==> src/rtl/scudsp_dma_ctrl.sv <==
// scudsp_dma_ctrl: SCU DSP DMA sequencer.
// Runs one decoded DMA command as a series of 32-bit beats between the D0 bus
// and DSP data RAM bank 0-3 (or program RAM), then writes back RA0/WA0.
// Optional feature: define SCUDSP_DMA_ABORT_EN to add the "abort" input, which
// ends a transfer early after the beat in progress completes.
//
// D0 handshake: d0_req/d0_we/d0_addr are raised together and held stable
// until the cycle in which d0_ack is sampled high; d0_ack is ignored while
// d0_req is low, and an ack in the first request cycle is legal.
module scudsp_dma_ctrl #(
    parameter int ADDR_W = 27
) (
    input  logic              clk,
    input  logic              rst,
    input  logic              cmd_st,
    input  logic              cmd_dir,
    input  logic [1:0]        cmd_rams,
    input  logic              cmd_prg,
    input  logic [2:0]        cmd_addi,
    input  logic [7:0]        cmd_cnt,
    input  logic              cmd_hold,
    input  logic [ADDR_W-1:0] ra0,
    input  logic [ADDR_W-1:0] wa0,
    output logic              d0_req,
    output logic              d0_we,
    output logic [ADDR_W-1:0] d0_addr,
    output logic [31:0]       d0_do,
    input  logic [31:0]       d0_di,
    input  logic              d0_ack,
    output logic [3:0]        ram_rd,
    output logic [3:0]        ram_we,
    output logic [31:0]       ram_do,
    input  logic [31:0]       ram_di,
    output logic [3:0]        ct_inc,
    output logic              prg_we,
    output logic [7:0]        prg_addr,
    output logic              addr_wb,
    output logic [ADDR_W-1:0] addr_new,
    output logic              busy,
    output logic              done,
`ifdef SCUDSP_DMA_ABORT_EN
    input  logic              abort,
`endif
    output logic [2:0]        dbg_state
);

    typedef enum logic [2:0] {
        S_IDLE = 3'd0,
        S_RRD  = 3'd1,
        S_RLAT = 3'd2,
        S_BREQ = 3'd3,
        S_RWR  = 3'd4,
        S_FIN  = 3'd5
    } state_t;

    state_t state, state_nxt;

    // Latched command fields
    logic              dir_q;
    logic [1:0]        bank_q;
    logic              prg_q;
    logic [2:0]        addi_q;
    logic              hold_q;
    logic [8:0]        cnt_q;
    logic [ADDR_W-1:0] addr_q;
    logic [31:0]       rdata_q;   // D0 read data waiting for the RAM write
    logic [31:0]       wdata_q;   // RAM read data waiting for the D0 write
    logic [7:0]        prg_addr_q;

    logic [ADDR_W-1:0] step;
    logic [3:0]        bank_oh;
    logic              abort_hit;

    // Address step: code 0 holds the address, codes 1..7 give 4..256 bytes
    always_comb begin
        step = '0;
        if (addi_q != 3'd0) begin
            step = ADDR_W'(2) << addi_q;
        end
    end

    assign bank_oh = 4'b0001 << bank_q;

`ifdef SCUDSP_DMA_ABORT_EN
    logic abort_q;

    // Remember an abort seen during a transfer until the FSM reaches FIN
    always_ff @(posedge clk or posedge rst) begin
        if (rst) begin
            abort_q <= 1'b0;
        end else if (state == S_IDLE || state == S_FIN) begin
            abort_q <= 1'b0;
        end else if (abort) begin
            abort_q <= 1'b1;
        end
    end

    assign abort_hit = abort_q | (abort && state != S_IDLE);
`else
    assign abort_hit = 1'b0;
`endif

    // State register
    always_ff @(posedge clk or posedge rst) begin
        if (rst) begin
            state <= S_IDLE;
        end else begin
            state <= state_nxt;
        end
    end

    // Next-state logic
    always_comb begin
        state_nxt = state;
        case (state)
            S_IDLE: begin
                if (cmd_st) begin
                    state_nxt = cmd_dir ? S_RRD : S_BREQ;
                end
            end
            S_RRD:  state_nxt = S_RLAT;
            S_RLAT: state_nxt = S_BREQ;
            S_BREQ: begin
                if (d0_ack) begin
                    if (!dir_q) begin
                        state_nxt = S_RWR;
                    end else if (cnt_q == 9'd1 || abort_hit) begin
                        state_nxt = S_FIN;
                    end else begin
                        state_nxt = S_RRD;
                    end
                end
            end
            S_RWR: begin
                if (cnt_q == 9'd0 || abort_hit) begin
                    state_nxt = S_FIN;
                end else begin
                    state_nxt = S_BREQ;
                end
            end
            S_FIN:   state_nxt = S_IDLE;
            default: state_nxt = S_IDLE;
        endcase
    end

    // Output decode; everything returns to 0 outside its own state
    always_comb begin
        d0_req   = 1'b0;
        d0_we    = 1'b0;
        d0_addr  = '0;
        ram_rd   = 4'b0000;
        ram_we   = 4'b0000;
        ct_inc   = 4'b0000;
        prg_we   = 1'b0;
        addr_wb  = 1'b0;
        addr_new = '0;
        done     = 1'b0;
        case (state)
            S_RRD: begin
                ram_rd = bank_oh;
                ct_inc = bank_oh;
            end
            S_BREQ: begin
                d0_req  = 1'b1;
                d0_we   = dir_q;
                d0_addr = addr_q;
            end
            S_RWR: begin
                if (prg_q) begin
                    prg_we = 1'b1;
                end else begin
                    ram_we = bank_oh;
                    ct_inc = bank_oh;
                end
            end
            S_FIN: begin
                done = 1'b1;
                if (!hold_q) begin
                    addr_wb  = 1'b1;
                    addr_new = addr_q;
                end
            end
            default: ;
        endcase
    end

    assign busy      = (state != S_IDLE);
    assign d0_do     = wdata_q;
    assign ram_do    = rdata_q;
    assign prg_addr  = prg_addr_q;
    assign dbg_state = state;

    // Command latch, address/count stepping and data capture
    always_ff @(posedge clk or posedge rst) begin
        if (rst) begin
            dir_q      <= 1'b0;
            bank_q     <= 2'd0;
            prg_q      <= 1'b0;
            addi_q     <= 3'd0;
            hold_q     <= 1'b0;
            cnt_q      <= 9'd0;
            addr_q     <= '0;
            rdata_q    <= 32'd0;
            wdata_q    <= 32'd0;
            prg_addr_q <= 8'd0;
        end else begin
            case (state)
                S_IDLE: begin
                    if (cmd_st) begin
                        dir_q      <= cmd_dir;
                        bank_q     <= cmd_rams;
                        // Program RAM is only a D0->RAM destination
                        prg_q      <= cmd_prg & ~cmd_dir;
                        addi_q     <= cmd_addi;
                        hold_q     <= cmd_hold;
                        cnt_q      <= (cmd_cnt == 8'd0) ? 9'd256 : {1'b0, cmd_cnt};
                        prg_addr_q <= 8'd0;
                        if (cmd_dir) begin
                            addr_q <= {wa0[ADDR_W-1:2], 2'b00};
                        end else begin
                            addr_q <= {ra0[ADDR_W-1:2], 2'b00};
                        end
                    end
                end
                S_RLAT: wdata_q <= ram_di;
                S_BREQ: begin
                    if (d0_ack) begin
                        addr_q <= addr_q + step;
                        cnt_q  <= cnt_q - 9'd1;
                        if (!dir_q) begin
                            rdata_q <= d0_di;
                        end
                    end
                end
                S_RWR: begin
                    if (prg_q) begin
                        prg_addr_q <= prg_addr_q + 8'd1;
                    end
                end
                default: ;
            endcase
        end
    end

endmodule

==> config.mk <==
export PLATFORM = sky130hd
export DESIGN_NAME = scudsp_dma_ctrl
export DESIGN_NICKNAME = d
export VERILOG_FILES = /design/src/rtl/scudsp_dma_ctrl.sv
export SDC_FILE = /design/constraint.sdc
export NUM_CORES = 1
export LEC_CHECK = 0
export ABC_AREA = 1
export BUFFER_PORTS_ARGS = -buffer_cell sky130_fd_sc_hd__buf_2
export CORE_UTILIZATION = 52
export DETAILED_ROUTE_END_ITERATION = 8
export GPL_TIMING_DRIVEN = 0
export PLACE_DENSITY = 0.84
export SLEW_MARGIN = 10
export SYNTH_ARGS = -nofsm -noshare
export SYNTH_HDL_FRONTEND = slang
export SYNTH_SLANG_ARGS = --single-unit
==> constraint.sdc <==
create_clock -name clk -period 8.96 [get_ports clk]
set_clock_uncertainty 0.1 [all_clocks]
set_input_delay 1.792 -clock clk [delete_from_list [all_inputs] [get_ports clk]]
set_output_delay 1.792 -clock clk [all_outputs]
set_load 0.02 [all_outputs]
==> flow_summary.ini <==
[power_and_ir_drop]
p_seq_frac = 0.279
power_frac_comb = 0.530
ir_drop_uv = 275
intPower_w = 0.00182
p_sw_frac = 0.470
power.leakage_nw = 4.95
p_per_area_mw_per_mm2 = 384
clkPwrFrac = 0.191
switchingPower_w = 0.00161
p_total_w = 0.00343

[clock_network]
cts-buffers-inserted = 17
post_cts_resized = 0
post_cts_buffers = 0
cts_root_buf = clkbuf_16
hold_buffers = 0
clock-sinks = 119
cts_tree = done
cts_htree_levels = 4
cts.clk_slew.worst_paths_ns = 0.06
worstSkewPairLatency_ns = 0.42
clockBufferDepth = 2

[global_routing]
grt_usage = 0.321
grt_pass1_wl_um = 32400
grt_pass1_vias = 6662
grt_max_degree = 86
antenna_found_initial = 0
grt-ovfl-total = 0

[logic_synthesis]
ys_ff_latch = 119
ys_seq_area_frac = 0.443
syn-cell-area_sq_mm = 0.00673
synthesis.nets = 998
netlist_instances = 849
synth_cell_type_count = 37
synth-warning-count = 0
avgSynthCellArea_sq_um = 7.92
yosysTopAreaCell = dfrtp_1
synth_edf_count = 0
yosysMostFrequentCell = nand2_1
synth_top_area_share = 0.443
synth_commonest_cells = nand2_1, dfrtp_1, nor2_1
synthTopCellsByArea = dfrtp_1, nand2_1, mux2_2
ys.flop_type = dfrtp_1
async_flop_share = 1.00

[critical_path]
criticalPathCategory = flip-flop to output port
endpoint_kind = output port
arrival_ns = 2.27
start_kind = flip-flop
cp_max_fo = 10
required_ns = 7.07

[sta]
fin_crit_ns = 4.16
setup_violations = 0
tns_ns = 0
tightestPinTransition_ns = 0.585
drv_slew = 0
timing.fmax_mhz = 241
period_share = 0.464
rsz0062_at_grt = false
fin_ws_ns = 4.80
hold_viol = 0
max_slew_margin = 0.610

[detailed_routing]
ant_nets = 0
routed_via_density = 5.24
post_drt_wl_per_cell_um = 15.8
wl_um = 21100
drt_iter0_drc = 526
dr_total_vias = 6989
first_pass_iters = 5
drc = 0

[floorplan]
io_pins = 285
start_util = 0.533
dieHeight_um = 116
die-area_sq_mm = 0.0134
core_sq_mm = 0.0126
placementRows = 41
die_x_um = 116

[layout]
layout.nets = 1297
syn_to_final_growth_pct = 32.8
final_area_sq_mm = 0.00894
drive_gt1_frac = 0.361
antenna_cells = 0

[run]
maxCapViolCount = 0

[placement]
place_congestion = 1.03
hpwl_um = 15600
placed_cell_area_sq_mm = 0.00837
port_buffers = 279
post-place-ws_ns = 5.30

[worst_hold_path]
hp-class = flip-flop to flip-flop

[outcome]
status = finished, final reports clean
==> sequential cells by signal, summed over array words and instances (netlist names) <==
register   cells
dbg_state      3
hold_q         1
dir_q          1
prg_addr       8
bank_q         2
addi_q         3
ram_do        32
addr_q        27
prg_q          1
d0_do         32
cnt_q          9
==> per-stage QoR <==
stage	instances	utilization	hold slack, ns
floorplan	849	-	0.336
global placement	1300	0.661	0.352
detailed placement	1301	0.663	0.361
CTS	1333	0.708	0.378
global route	1333	0.708	0.399
finish	1333	0.708	0.377
==> area by class of cell <==
| type | count | area, sq um |
|---|---|---|
| Inverter | 108 | 410 |
| Buffer | 32 | 166 |
| Clock buffer | 19 | 443 |
| Fill cell | 1057 | 3680 |
| Sequential cell | 119 | 2980 |
| Multi-Input combinational cell | 590 | 3180 |
| Timing Repair Buffer | 280 | 1420 |
| Tap cell | 172 | 215 |
| Clock inverter | 13 | 123 |
==> power groups by stage <==
stage / registers (W) / clock network (W) / logic, W
2_1_floorplan: 0.00112 / 0 / 0.00106
3_3_place_gp: 0.000944 / 0 / 0.00176
3_5_place_dp: 0.000953 / 0 / 0.00180
4_1_cts: 0.000954 / 0.000659 / 0.00181
5_1_grt: 0.000987 / 0.000684 / 0.00199
6_report: 0.000958 / 0.000654 / 0.00182
==> cell usage in the layout (no fill, tap or decap), types with 3 or more instances in the layout <==
| cell | synthesis | routed |
|---|---|---|
| buf_2 | 22 | 301 |
| nand2_1 | 193 | 193 |
| dfrtp_1 | 119 | 119 |
| nor2_1 | 115 | 115 |
| inv_1 | 99 | 98 |
| nand3_1 | 67 | 67 |
| mux2_2 | 58 | 58 |
| a21oi_1 | 39 | 39 |
| o21ai_1 | 19 | 19 |
| o21ai_0 | 17 | 17 |
| clkbuf_16 | 0 | 17 |
| nor3_1 | 16 | 16 |
| nand4_1 | 11 | 11 |
| ha_1 | 10 | 10 |
| inv_2 | 9 | 9 |
| o211ai_1 | 7 | 7 |
| clkbuf_1 | 5 | 6 |
| mux2_1 | 6 | 6 |
| xor2_1 | 5 | 5 |
| inv_6 | 0 | 5 |
| nand2_2 | 4 | 4 |
| or2_2 | 4 | 4 |
| clkinv_4 | 0 | 4 |
| clkinv_2 | 0 | 3 |
==> path summary, 6_finish.rpt <==
kind / start / end / slack (ns) / cells past startpoint
max in group asynchronous: rst / addr_q[2] / 6.77 / 3
min reg2reg: addr_q[0] / addr_q[0] / 0.38 / 2
min: addr_q[0] / addr_q[0] / 0.38 / 2
min in group asynchronous: rst / d0_do[10] / 1.26 / 2
max: dbg_state[2] / d0_addr[4] / 4.80 / 7
max reg2reg: addi_q[0] / addr_q[22] / 6.58 / 13
==> critical path, stage by stage, from the launching register on <==
cell and delay, ns:
dfrtp_1 0.48, inv_2 0.11, nand3_2 0.12, buf_2 0.28, buf_2 0.30, buf_2 0.31
nor2_1 0.08, buf_2 0.16
==> kinds of logic after synthesis <==
kind of cell / count (synthesis) / share of synthesized area
AND/OR/NAND/NOR: 419 / 0.262
buffers and inverters: 140 / 0.0850
adder cells (fa/ha/maj): 11 / 0.0216
multiplexers: 65 / 0.109
XOR/XNOR: 5 / 0.00651
AO/OA/AOI/OAI: 90 / 0.0733
flip-flops: 119 / 0.443
==> per-layer routing <==
layer | vias to the layer above | share of wire | track usage | wire length [um]
met2 | 351 | 0.48 | 0.533 | 10200
li1 | 3346 | - | - | -
met4 | 0 | 0.034 | 0.153 | 708
met5 | - | 0 | 0 | 0
met3 | 56 | 0.094 | 0.0921 | 1980
met1 | 3236 | 0.39 | 0.388 | 8160
(Power assumes the default switching activity.)
